$ cat src/rtl/fp_mul_seq.sv
// fp_mul_seq: parametrised IEEE-754 multiplier, one significand bit per cycle.
// Ports: clk, rst_n (sync, active-low); in_valid/in_ready + a, b operands;
//        out_valid/out_ready + result, flags {invalid, overflow, underflow,
//        inexact}; busy high whenever the FSM is not idle.
module fp_mul_seq #(
    parameter int EXP_W = 8,
    parameter int MAN_W = 23,
    localparam int W = EXP_W + MAN_W + 1
) (
    input  logic         clk,
    input  logic         rst_n,
    input  logic         in_valid,
    output logic         in_ready,
    input  logic [W-1:0] a,
    input  logic [W-1:0] b,
    output logic         out_valid,
    input  logic         out_ready,
    output logic [W-1:0] result,
    output logic [3:0]   flags,
    output logic         busy
);

    localparam int SIG_W = MAN_W + 1;
    localparam int ACC_W = 2 * SIG_W;
    localparam int EW    = EXP_W + 2;
    localparam int MR_W  = MAN_W + 1;
    localparam int CNT_W = $clog2(SIG_W);
    localparam int BIAS  = (1 << (EXP_W - 1)) - 1;

    localparam logic [EW-1:0] EXP_MAX = EW'((1 << EXP_W) - 1);
    localparam logic [W-1:0]  QNAN    =
        {1'b0, {EXP_W{1'b1}}, 1'b1, {(MAN_W-1){1'b0}}};

    typedef enum logic [2:0] {
        IDLE,
        MUL,
        NORM,
        RND,
        DONE
    } state_t;

    state_t             state_q, state_d;
    logic               sign_q, sign_d;
    logic               spec_q, spec_d;
    logic [SIG_W-1:0]   sig_a_q, sig_a_d;
    logic [SIG_W-1:0]   sig_b_q, sig_b_d;
    logic [ACC_W-1:0]   acc_q, acc_d;
    logic [CNT_W-1:0]   cnt_q, cnt_d;
    logic [EW-1:0]      exp_q, exp_d;
    logic [MAN_W-1:0]   man_q, man_d;
    logic               guard_q, guard_d;
    logic               sticky_q, sticky_d;
    logic [W-1:0]       res_q, res_d;
    logic [3:0]         flags_q, flags_d;

    logic [EXP_W-1:0]   ea, eb;
    logic [MAN_W-1:0]   ma, mb;
    logic               a_zero, a_inf, a_nan;
    logic               b_zero, b_inf, b_nan;
    logic               sign_in;
    logic               inc;
    logic [MR_W-1:0]    man_r;
    logic [EW-1:0]      exp_r;

    assign ea      = a[W-2 -: EXP_W];
    assign eb      = b[W-2 -: EXP_W];
    assign ma      = a[MAN_W-1:0];
    assign mb      = b[MAN_W-1:0];
    assign sign_in = a[W-1] ^ b[W-1];

    // Exponent field 0 is zero; subnormals flush silently.
    assign a_zero = (ea == '0);
    assign b_zero = (eb == '0);
    assign a_inf  = (&ea) & ~(|ma);
    assign b_inf  = (&eb) & ~(|mb);
    assign a_nan  = (&ea) & (|ma);
    assign b_nan  = (&eb) & (|mb);

    assign in_ready  = (state_q == IDLE);
    assign out_valid = (state_q == DONE);
    assign busy      = (state_q != IDLE);
    assign result    = res_q;
    assign flags     = flags_q;

    always_comb begin
        state_d  = state_q;
        sign_d   = sign_q;
        spec_d   = spec_q;
        sig_a_d  = sig_a_q;
        sig_b_d  = sig_b_q;
        acc_d    = acc_q;
        cnt_d    = cnt_q;
        exp_d    = exp_q;
        man_d    = man_q;
        guard_d  = guard_q;
        sticky_d = sticky_q;
        res_d    = res_q;
        flags_d  = flags_q;
        inc      = 1'b0;
        man_r    = '0;
        exp_r    = exp_q;

        unique case (state_q)
            IDLE: begin
                if (in_valid) begin
                    sign_d  = sign_in;
                    sig_a_d = {1'b1, ma};
                    sig_b_d = {1'b1, mb};
                    acc_d   = '0;
                    cnt_d   = '0;
                    exp_d   = EW'(ea) + EW'(eb) - EW'(BIAS);
                    spec_d  = 1'b1;
                    state_d = MUL;
                    // Special results are fixed now; MUL only spends
                    // one cycle forwarding them to DONE.
                    if (a_nan | b_nan | (a_inf & b_zero) |
                        (a_zero & b_inf)) begin
                        res_d   = QNAN;
                        flags_d = 4'b1000;
                    end else if (a_inf | b_inf) begin
                        res_d   = {sign_in, {EXP_W{1'b1}}, {MAN_W{1'b0}}};
                        flags_d = 4'b0000;
                    end else if (a_zero | b_zero) begin
                        res_d   = {sign_in, {(W-1){1'b0}}};
                        flags_d = 4'b0000;
                    end else begin
                        spec_d = 1'b0;
                    end
                end
            end
            MUL: begin
                if (spec_q) begin
                    state_d = DONE;
                end else begin
                    if (sig_b_q[cnt_q]) begin
                        acc_d = acc_q + (ACC_W'(sig_a_q) << cnt_q);
                    end
                    cnt_d = cnt_q + CNT_W'(1);
                    if (cnt_q == CNT_W'(SIG_W - 1)) begin
                        state_d = NORM;
                    end
                end
            end
            NORM: begin
                // Product of two [1,2) significands lies in [1,4).
                if (acc_q[ACC_W-1]) begin
                    exp_d    = exp_q + EW'(1);
                    man_d    = acc_q[ACC_W-2 -: MAN_W];
                    guard_d  = acc_q[MAN_W];
                    sticky_d = |acc_q[MAN_W-1:0];
                end else begin
                    man_d    = acc_q[ACC_W-3 -: MAN_W];
                    guard_d  = acc_q[MAN_W-1];
                    sticky_d = |acc_q[MAN_W-2:0];
                end
                state_d = RND;
            end
            RND: begin
                inc   = guard_q & (sticky_q | man_q[0]);
                man_r = {1'b0, man_q} + MR_W'(inc);
                // A carry leaves the mantissa field at zero.
                exp_r = exp_q + EW'(man_r[MAN_W]);
                if (!exp_r[EW-1] && (exp_r >= EXP_MAX)) begin
                    res_d   = {sign_q, {EXP_W{1'b1}}, {MAN_W{1'b0}}};
                    flags_d = 4'b0101;
                end else if (exp_r[EW-1] || (exp_r == '0)) begin
                    res_d   = {sign_q, {(W-1){1'b0}}};
                    flags_d = 4'b0011;
                end else begin
                    res_d   = {sign_q, exp_r[EXP_W-1:0], man_r[MAN_W-1:0]};
                    flags_d = {3'b000, guard_q | sticky_q};
                end
                state_d = DONE;
            end
            DONE: begin
                if (out_ready) begin
                    state_d = IDLE;
                end
            end
            default: begin
                state_d = IDLE;
            end
        endcase
    end

    always_ff @(posedge clk) begin
        if (!rst_n) begin
            state_q  <= IDLE;
            sign_q   <= 1'b0;
            spec_q   <= 1'b0;
            sig_a_q  <= '0;
            sig_b_q  <= '0;
            acc_q    <= '0;
            cnt_q    <= '0;
            exp_q    <= '0;
            man_q    <= '0;
            guard_q  <= 1'b0;
            sticky_q <= 1'b0;
            res_q    <= '0;
            flags_q  <= '0;
        end else begin
            state_q  <= state_d;
            sign_q   <= sign_d;
            spec_q   <= spec_d;
            sig_a_q  <= sig_a_d;
            sig_b_q  <= sig_b_d;
            acc_q    <= acc_d;
            cnt_q    <= cnt_d;
            exp_q    <= exp_d;
            man_q    <= man_d;
            guard_q  <= guard_d;
            sticky_q <= sticky_d;
            res_q    <= res_d;
            flags_q  <= flags_d;
        end
    end

endmodule

$ cat config.mk
export PLATFORM = sky130hd
export DESIGN_NAME = fp_mul_seq
export DESIGN_NICKNAME = d
export VERILOG_FILES = /design/src/rtl/fp_mul_seq.sv
export SDC_FILE = /design/constraint.sdc
export NUM_CORES = 1
export LEC_CHECK = 0
export CAP_MARGIN = 40
export CORE_ASPECT_RATIO = 1.5
export CORE_MARGIN = 4
export CORE_UTILIZATION = 40
export DETAILED_ROUTE_END_ITERATION = 8
export HOLD_SLACK_MARGIN = 0.12
export SETUP_SLACK_MARGIN = 0.15
export SYNTH_ARGS = -nofsm -noshare
export SYNTH_HDL_FRONTEND = slang
export SYNTH_SLANG_ARGS = --single-unit
$ cat constraint.sdc
create_clock -name clk -period 8.23 [get_ports clk]
set_input_delay 2.469 -clock clk [delete_from_list [all_inputs] [get_ports clk]]
set_output_delay 2.469 -clock clk [all_outputs]
set_load 0.03 [all_outputs]
==> flow_summary.json, run 1 <==
{
  "status": "completed",
  "cts_tree": "built",
  "synthFlopType": "dfxtp_1",
  "worst_pin_slew_ns": 0.839,
  "via_count": 11300,
  "slew_headroom_pct": 43.6,
  "wire_per_inst_microns": 17.1,
  "cts_resized": 0,
  "holdWs_ns": 0.457,
  "async_flop_share_pct": 0,
  "multi_input_area_sq_um": 8140,
  "crit_type": "primary input to flip-flop",
  "area_growth_syn_to_layout_pct": 15.4,
  "first_pass_iters": 5,
  "final-seq-area_sq_um": 3530,
  "syn-num-nets": 1727,
  "core-area_sq_um": 30200,
  "synth_edf_count": 0,
  "critPathLaunchType": "primary input",
  "dpl_cell_area_sq_um": 13500,
  "finalNetCount": 1760,
  "insertedDiodeCount": 0,
  "setup_violations": 0,
  "cp.required_ns": 8.60,
  "htreeDepth": 4,
  "syn-mean-instance-area_sq_um": 7.67,
  "synth_area_leaders": "dfxtp_1, nand2_1, ha_1",
  "seq_area_frac_synth_pct": 28.9,
  "grt_pass1_wl_mm": 56.9,
  "path_clk_slew_ns": 0.07,
  "rsz0062_at_grt": "false",
  "port_buffers": 106,
  "synth_top_area_share_pct": 28.9,
  "grt_pass1_vias": 11100,
  "vias_per_cell": 5.55,
  "finalHoldViolCount": 0,
  "max_freq_ghz": 0.209,
  "min_period_ns": 4.79,
  "maxCapViolCount": 0,
  "globalplace.congestion": 0.931,
  "grt_max_degree": 69,
  "root_buffer": "clkbuf_16",
  "grt_util_all_layers_pct": 21.0,
  "antenna_found_initial": 0,
  "synth_cells": 1589,
  "cts_sinks": 176,
  "drive_gt1_share_pct": 6.30,
  "holdBufCountCts": 0,
  "yosysMostFrequentCell": "nand2_1",
  "synth_common_cells": "nand2_1, dfxtp_1, a21oi_1, nor2_1, o21ai_0",
  "synth-seq-cells": 176,
  "ant_nets": 0,
  "final_design_area_no_fill_sq_um": 14100,
  "clk_latency_ns": 0.45,
  "start_util_pct": 40.4,
  "p_total_uw": 2010,
  "drv_slew": 0,
  "fp.dieH_microns": 222,
  "num_rows": 78,
  "synth_warnings": 0,
  "fin_util_pct": 46.6,
  "ios": 107,
  "wl_mm": 34.9,
  "fin_crit_sh_pct": 58.2,
  "dp_hpwl_mm": 26.9,
  "overflow": 0,
  "synth_area_sq_um": 12200,
  "skew_ns": 0.0156,
  "power_density_nw_per_um2": 143,
  "ir_drop_mv": 0.109,
  "postCtsSetupRepairBufs": 0,
  "fillCellCount": 3040,
  "die_w_microns": 151,
  "ys_types": 66,
  "cts_buffers": 17,
  "cp-end-kind": "flip-flop",
  "tns_ns": 0,
  "drtIter0Drc": 684,
  "die-area_sq_um": 33400,
  "clock_path_buffers": 2,
  "yosys.area.top_type": "dfxtp_1",
  "crit_arrival_ns": 5.16,
  "crit_path_max_fanout": 3,
  "hp-class": "flip-flop to flip-flop",
  "r2r_slack_ns": 3.49,
  "p_leak_uw": 0.00514,
  "drc": 0
}
==> registers in the layout (all words and copies together), names as in the netlist <==
signal / flops
sticky_q: 1
sig_b_q: 23
spec_q: 1
result: 32
sig_a_q: 24
guard_q: 1
exp_q: 10
man_q: 23
sign_q: 1
cnt_q: 5
state_q: 3
acc_q: 48
flags: 4
==> per-stage QoR <==
step / cells / setup WS, ns
2_1_floorplan: 1589 / 3.65
3_3_place_gp: 2000 / 2.91
3_5_place_dp: 2003 / 2.97
4_1_cts: 2035 / 3.45
5_1_grt: 2035 / 3.04
6_report: 2035 / 3.44
==> routing by layer <==
layer / vias to the layer above / GRT usage, % / share of wire (%)
li1: 5781 / - / -
met1: 5244 / 23.7 / 41
met2: 210 / 38.8 / 53
met3: 68 / 3.11 / 2.8
met4: 0 / 8.69 / 3.2
met5: - / 0 / 0
==> layout by cell type (no fill, tap or decap), types with 5 or more instances in the layout <==
cell               n
a211oi_1          35
a21o_1            34
a21oi_1          153
a22oi_1           11
a31oi_1           15
and2_1            28
and3_1            14
buf_4             13
clkbuf_16         17
clkdlybuf4s50_1  106
clkinv_2           5
dfxtp_1          174
ha_1              68
inv_1             28
mux2_2            18
mux2i_1           67
mux4_2            15
nand2_1          235
nand2b_1           8
nand3_1           44
nand3b_1           5
nand4_1           24
nor2_1           142
nor2b_1            9
nor3_1            32
nor4_1            26
o211ai_1           7
o21a_1             6
o21ai_0          104
o21bai_1           7
o22ai_1           16
o31ai_1            6
or2_2              7
or3_1              8
xnor2_1           40
xor2_1            37
==> path summary, 6_finish.rpt <==
kind | startpoint | endpoint | depth (start not counted)
hold / removal | sig_b_q[22] | sig_b_q[22] | 2
hold reg to reg | sig_b_q[22] | sig_b_q[22] | 2
setup reg to reg | cnt_q[0] | acc_q[47] | 16
setup / recovery | b[24] | exp_q[7] | 12
==> worst max-delay path: stages <==
cell and delay, ns:
clkdlybuf4s50_1 0.51, ha_1 0.25, ha_1 0.23, fa_1 0.40, a21o_1 0.18, a21oi_1 0.23
o21bai_1 0.09, a21oi_1 0.22, xnor2_1 0.16, a22o_1 0.15, a21oi_1 0.06, a211oi_1 0.21
==> power by group <==
group	switching (uW)	total, uW	leakage, uW	internal [uW]
sequential	29.2	904	0.00143	875
combinational	185	320	0.00343	135
clock	375	783	0.000282	409
==> area by class of cell <==
| class | count | area share, % |
|---|---|---|
| clock inverters | 13 | 0.739 |
| clock buffers | 19 | 3.22 |
| well taps | 400 | 3.56 |
| multi-input cells | 1275 | 57.9 |
| flip-flops and latches | 176 | 25.1 |
| inverters | 30 | 0.810 |
| repair buffers | 122 | 8.72 |
==> logic make-up after synthesis <==
logic type      after synthesis  synth area share (%)
fa+ha+maj                    70                  7.31
compound gates              433                  21.6
flops                       176                  28.9
mux                         100                  9.94
xor+xnor                     77                  5.53
simple gates                595                  22.3
buf+inv                     138                  4.39
No activity file was read; power rests on OpenSTA's default activity.
==> inputs of run 2 (changes only) <==
==> constraint.sdc (replaced) <==
create_clock -name clk -period 3.98 [get_ports clk]
set_input_delay 1.194 -clock clk [delete_from_list [all_inputs] [get_ports clk]]
set_output_delay 1.194 -clock clk [all_outputs]
set_load 0.03 [all_outputs]
==> run 2 against run 1 <==
Sequential share of layout area is 3.9 points lower. Worst setup slack worse by 3.4 ns. Final cell count is 9.8% higher. Routed wire length is 11% higher. Non-clock buffer count is 199 higher. Count of clock-buffer cells in the layout stayed put. Global-route usage is 1.4 points higher. Utilization is 8.6 points higher. Clock power is 130% higher. Total power is 130% higher. Largest cell class unchanged.
==> flow_summary.json, run 2 (same netlist as run 1, synthesis figures left out) <==
{
  "largest_register_ffs": 48,
  "cp.required_ns": 4.38,
  "port_buffers": 106,
  "wire_per_inst_microns": 17.3,
  "final_common_cell": "nand2_1",
  "r2r_slack_ns": 0.08,
  "cp_slowest_stage_delay_ns": 0.51,
  "start_util_pct": 40.4,
  "path_clk_slew_ns": 0.07,
  "ios": 107,
  "num_rows": 78,
  "crit_family": "compound AO/OA/AOI/OAI gates",
  "grt_util_all_layers_pct": 22.4,
  "regMostFlops": "acc_q",
  "crit_path_max_fanout": 8,
  "p_total_uw": 4570,
  "cp-endpoint": "acc_q[47]",
  "r2r-end": "acc_q[47]",
  "worst-path-stages": 20,
  "dp.cells": 2166,
  "grt_pass1_vias": 12000,
  "worst_pin_slew_ns": 0.696,
  "vias_per_cell": 5.54,
  "p_leak_uw": 0.00636,
  "globalplace.congestion": 0.947,
  "area_growth_syn_to_layout_pct": 36.6,
  "first_pass_iters": 5,
  "final-instance-count-excl-fill": 2234,
  "status": "completed",
  "finalNetCount": 1959,
  "power_density_nw_per_um2": 275,
  "clock_path_buffers": 2,
  "hp-class": "flip-flop to flip-flop",
  "crit_type": "flip-flop to flip-flop",
  "crit_arrival_ns": 4.31,
  "cp-end-kind": "flip-flop",
  "drc": 0,
  "drive_gt1_share_pct": 24.1,
  "setup_slack_ns": 0.0754,
  "htreeDepth": 4,
  "ant_nets": 0,
  "clk_latency_ns": 0.46,
  "wl_mm": 38.6,
  "holdBufCountCts": 0,
  "core-area_sq_um": 30200,
  "cts_tree": "built",
  "cts_sinks": 176,
  "drv_slew": 0,
  "min_period_ns": 3.90,
  "skew_ns": 0.0109,
  "grt_pass1_wl_mm": 60.6,
  "fin_crit_sh_pct": 98.1,
  "slew_headroom_pct": 53.6,
  "pre_cts_ws_ns": -0.218,
  "overflow": 0,
  "die_w_microns": 151,
  "finalHoldViolCount": 0,
  "critPathLaunchType": "flip-flop",
  "die-area_sq_um": 33400,
  "ir_drop_mv": 0.304,
  "via_count": 12400,
  "cp_slowest_cell": "or4_1",
  "maxCapViolCount": 0,
  "final_cell_mix": "nand2_1, buf_4, dfxtp_1",
  "drtIter0Drc": 703,
  "setup_violations": 0,
  "antenna_found_initial": 1,
  "max_freq_ghz": 0.256,
  "cp.buffers_inverters": 2,
  "dp_hpwl_mm": 28.8,
  "reg2reg_depth": 20,
  "root_buffer": "clkbuf_16",
  "fp.dieH_microns": 222,
  "grt_max_degree": 116,
  "r2r-start": "cnt_q[1]",
  "cts_buffers": 17,
  "rsz0062_at_grt": "true",
  "startpoint": "cnt_q[1]",
  "cp_cell_sequence": "buf_4 > mux2i_2 > a21oi_2 > nand2_1 > nand2_2 > nand2_2 > o31ai_4 > nor2_2 > a21oi_2 > buf_6 > ha_4 > a21o_1 > a21o_1 > a21o_1 > a211oi_2 > o31ai_4 > a31oi_4 > o31ai_4 > or4_1 > nand3_1"
}
run 2: what timing repair did:
item | in CTS | in global routing
gates resized for setup | 76 | 147
endpoints found under the setup margin | 28 | 59
pin swaps | 13 | 52
setup buffers | 11 | 25
endpoints found under the hold margin | 0 | 0
run 2: metrics by stage:
| step | utilization, % | cell area (sq um) | hold WS, ns | TNS [ns] |
|---|---|---|---|---|
| global route | 55.2 | 16600 | 0.474 | -0.148 |
| global placement | 48.8 | 14700 | 0.442 | -0.953 |
| finish | 55.2 | 16600 | 0.455 | 0 |
| floorplan | - | 12200 | 0.433 | 0 |
| CTS | 52.2 | 15700 | 0.456 | 0 |
| detailed placement | 48.8 | 14700 | 0.447 | -1.94 |
run 2: where the power goes:
group	internal, uW	switching, uW	total (uW)
clock network	1050	758	1810
registers	1810	65.2	1870
logic	427	461	888
total	3290	1280	4570
run 2: cell type report:
cell class	instances	area (sq um)
Fill cell	2767	13500
Multi-Input combinational cell	1275	9100
Sequential cell	176	3530
Timing Repair Buffer	321	2770
Tap cell	400	500
Clock buffer	19	433
Clock inverter	12	181
Inverter	30	114
Antenna cell	1	2.50
run 2: per-layer routing:
metal / track usage, % / vias up / part of all wire [%]
met2: 41.5 / 267 / 54
li1: - / 6170 / -
met5: 0 / - / 0
met3: 3.62 / 72 / 3.3
met1: 25.1 / 5869 / 40
met4: 8.77 / 0 / 3.2
run 2: worst min-delay path by stage:
stage,startpoint,to,slack (ns),cells past startpoint
global placement,sig_b_q[8],sig_b_q[8],0.44,2
floorplan,sig_b_q[10],sig_b_q[10],0.43,2
finish,sig_b_q[17],sig_b_q[17],0.45,2
detailed placement,sig_b_q[21],sig_b_q[21],0.45,2
global route,sig_b_q[8],sig_b_q[8],0.47,2
CTS,sig_b_q[21],sig_b_q[21],0.46,2
run 2: worst min-delay path, delay by kind of cell (launching register included):
kind	cells	cell delay (ns)
DFF	1	0.31
and+or+nand+nor	1	0.05
AOI/OAI and AO/OA	1	0.05
==> inputs of run 3 (changes only) <==
--- a/config.mk
+++ b/config.mk
@@ -5,7 +5,7 @@
 export SDC_FILE = /design/constraint.sdc
 export NUM_CORES = 1
 export LEC_CHECK = 0
-export CAP_MARGIN = 40
+export CAP_MARGIN = 20
 export CORE_ASPECT_RATIO = 1.5
 export CORE_MARGIN = 4
 export CORE_UTILIZATION = 40
==> results of run 3 <==
Final layout, timing and power as in run 2 (identical DEF).
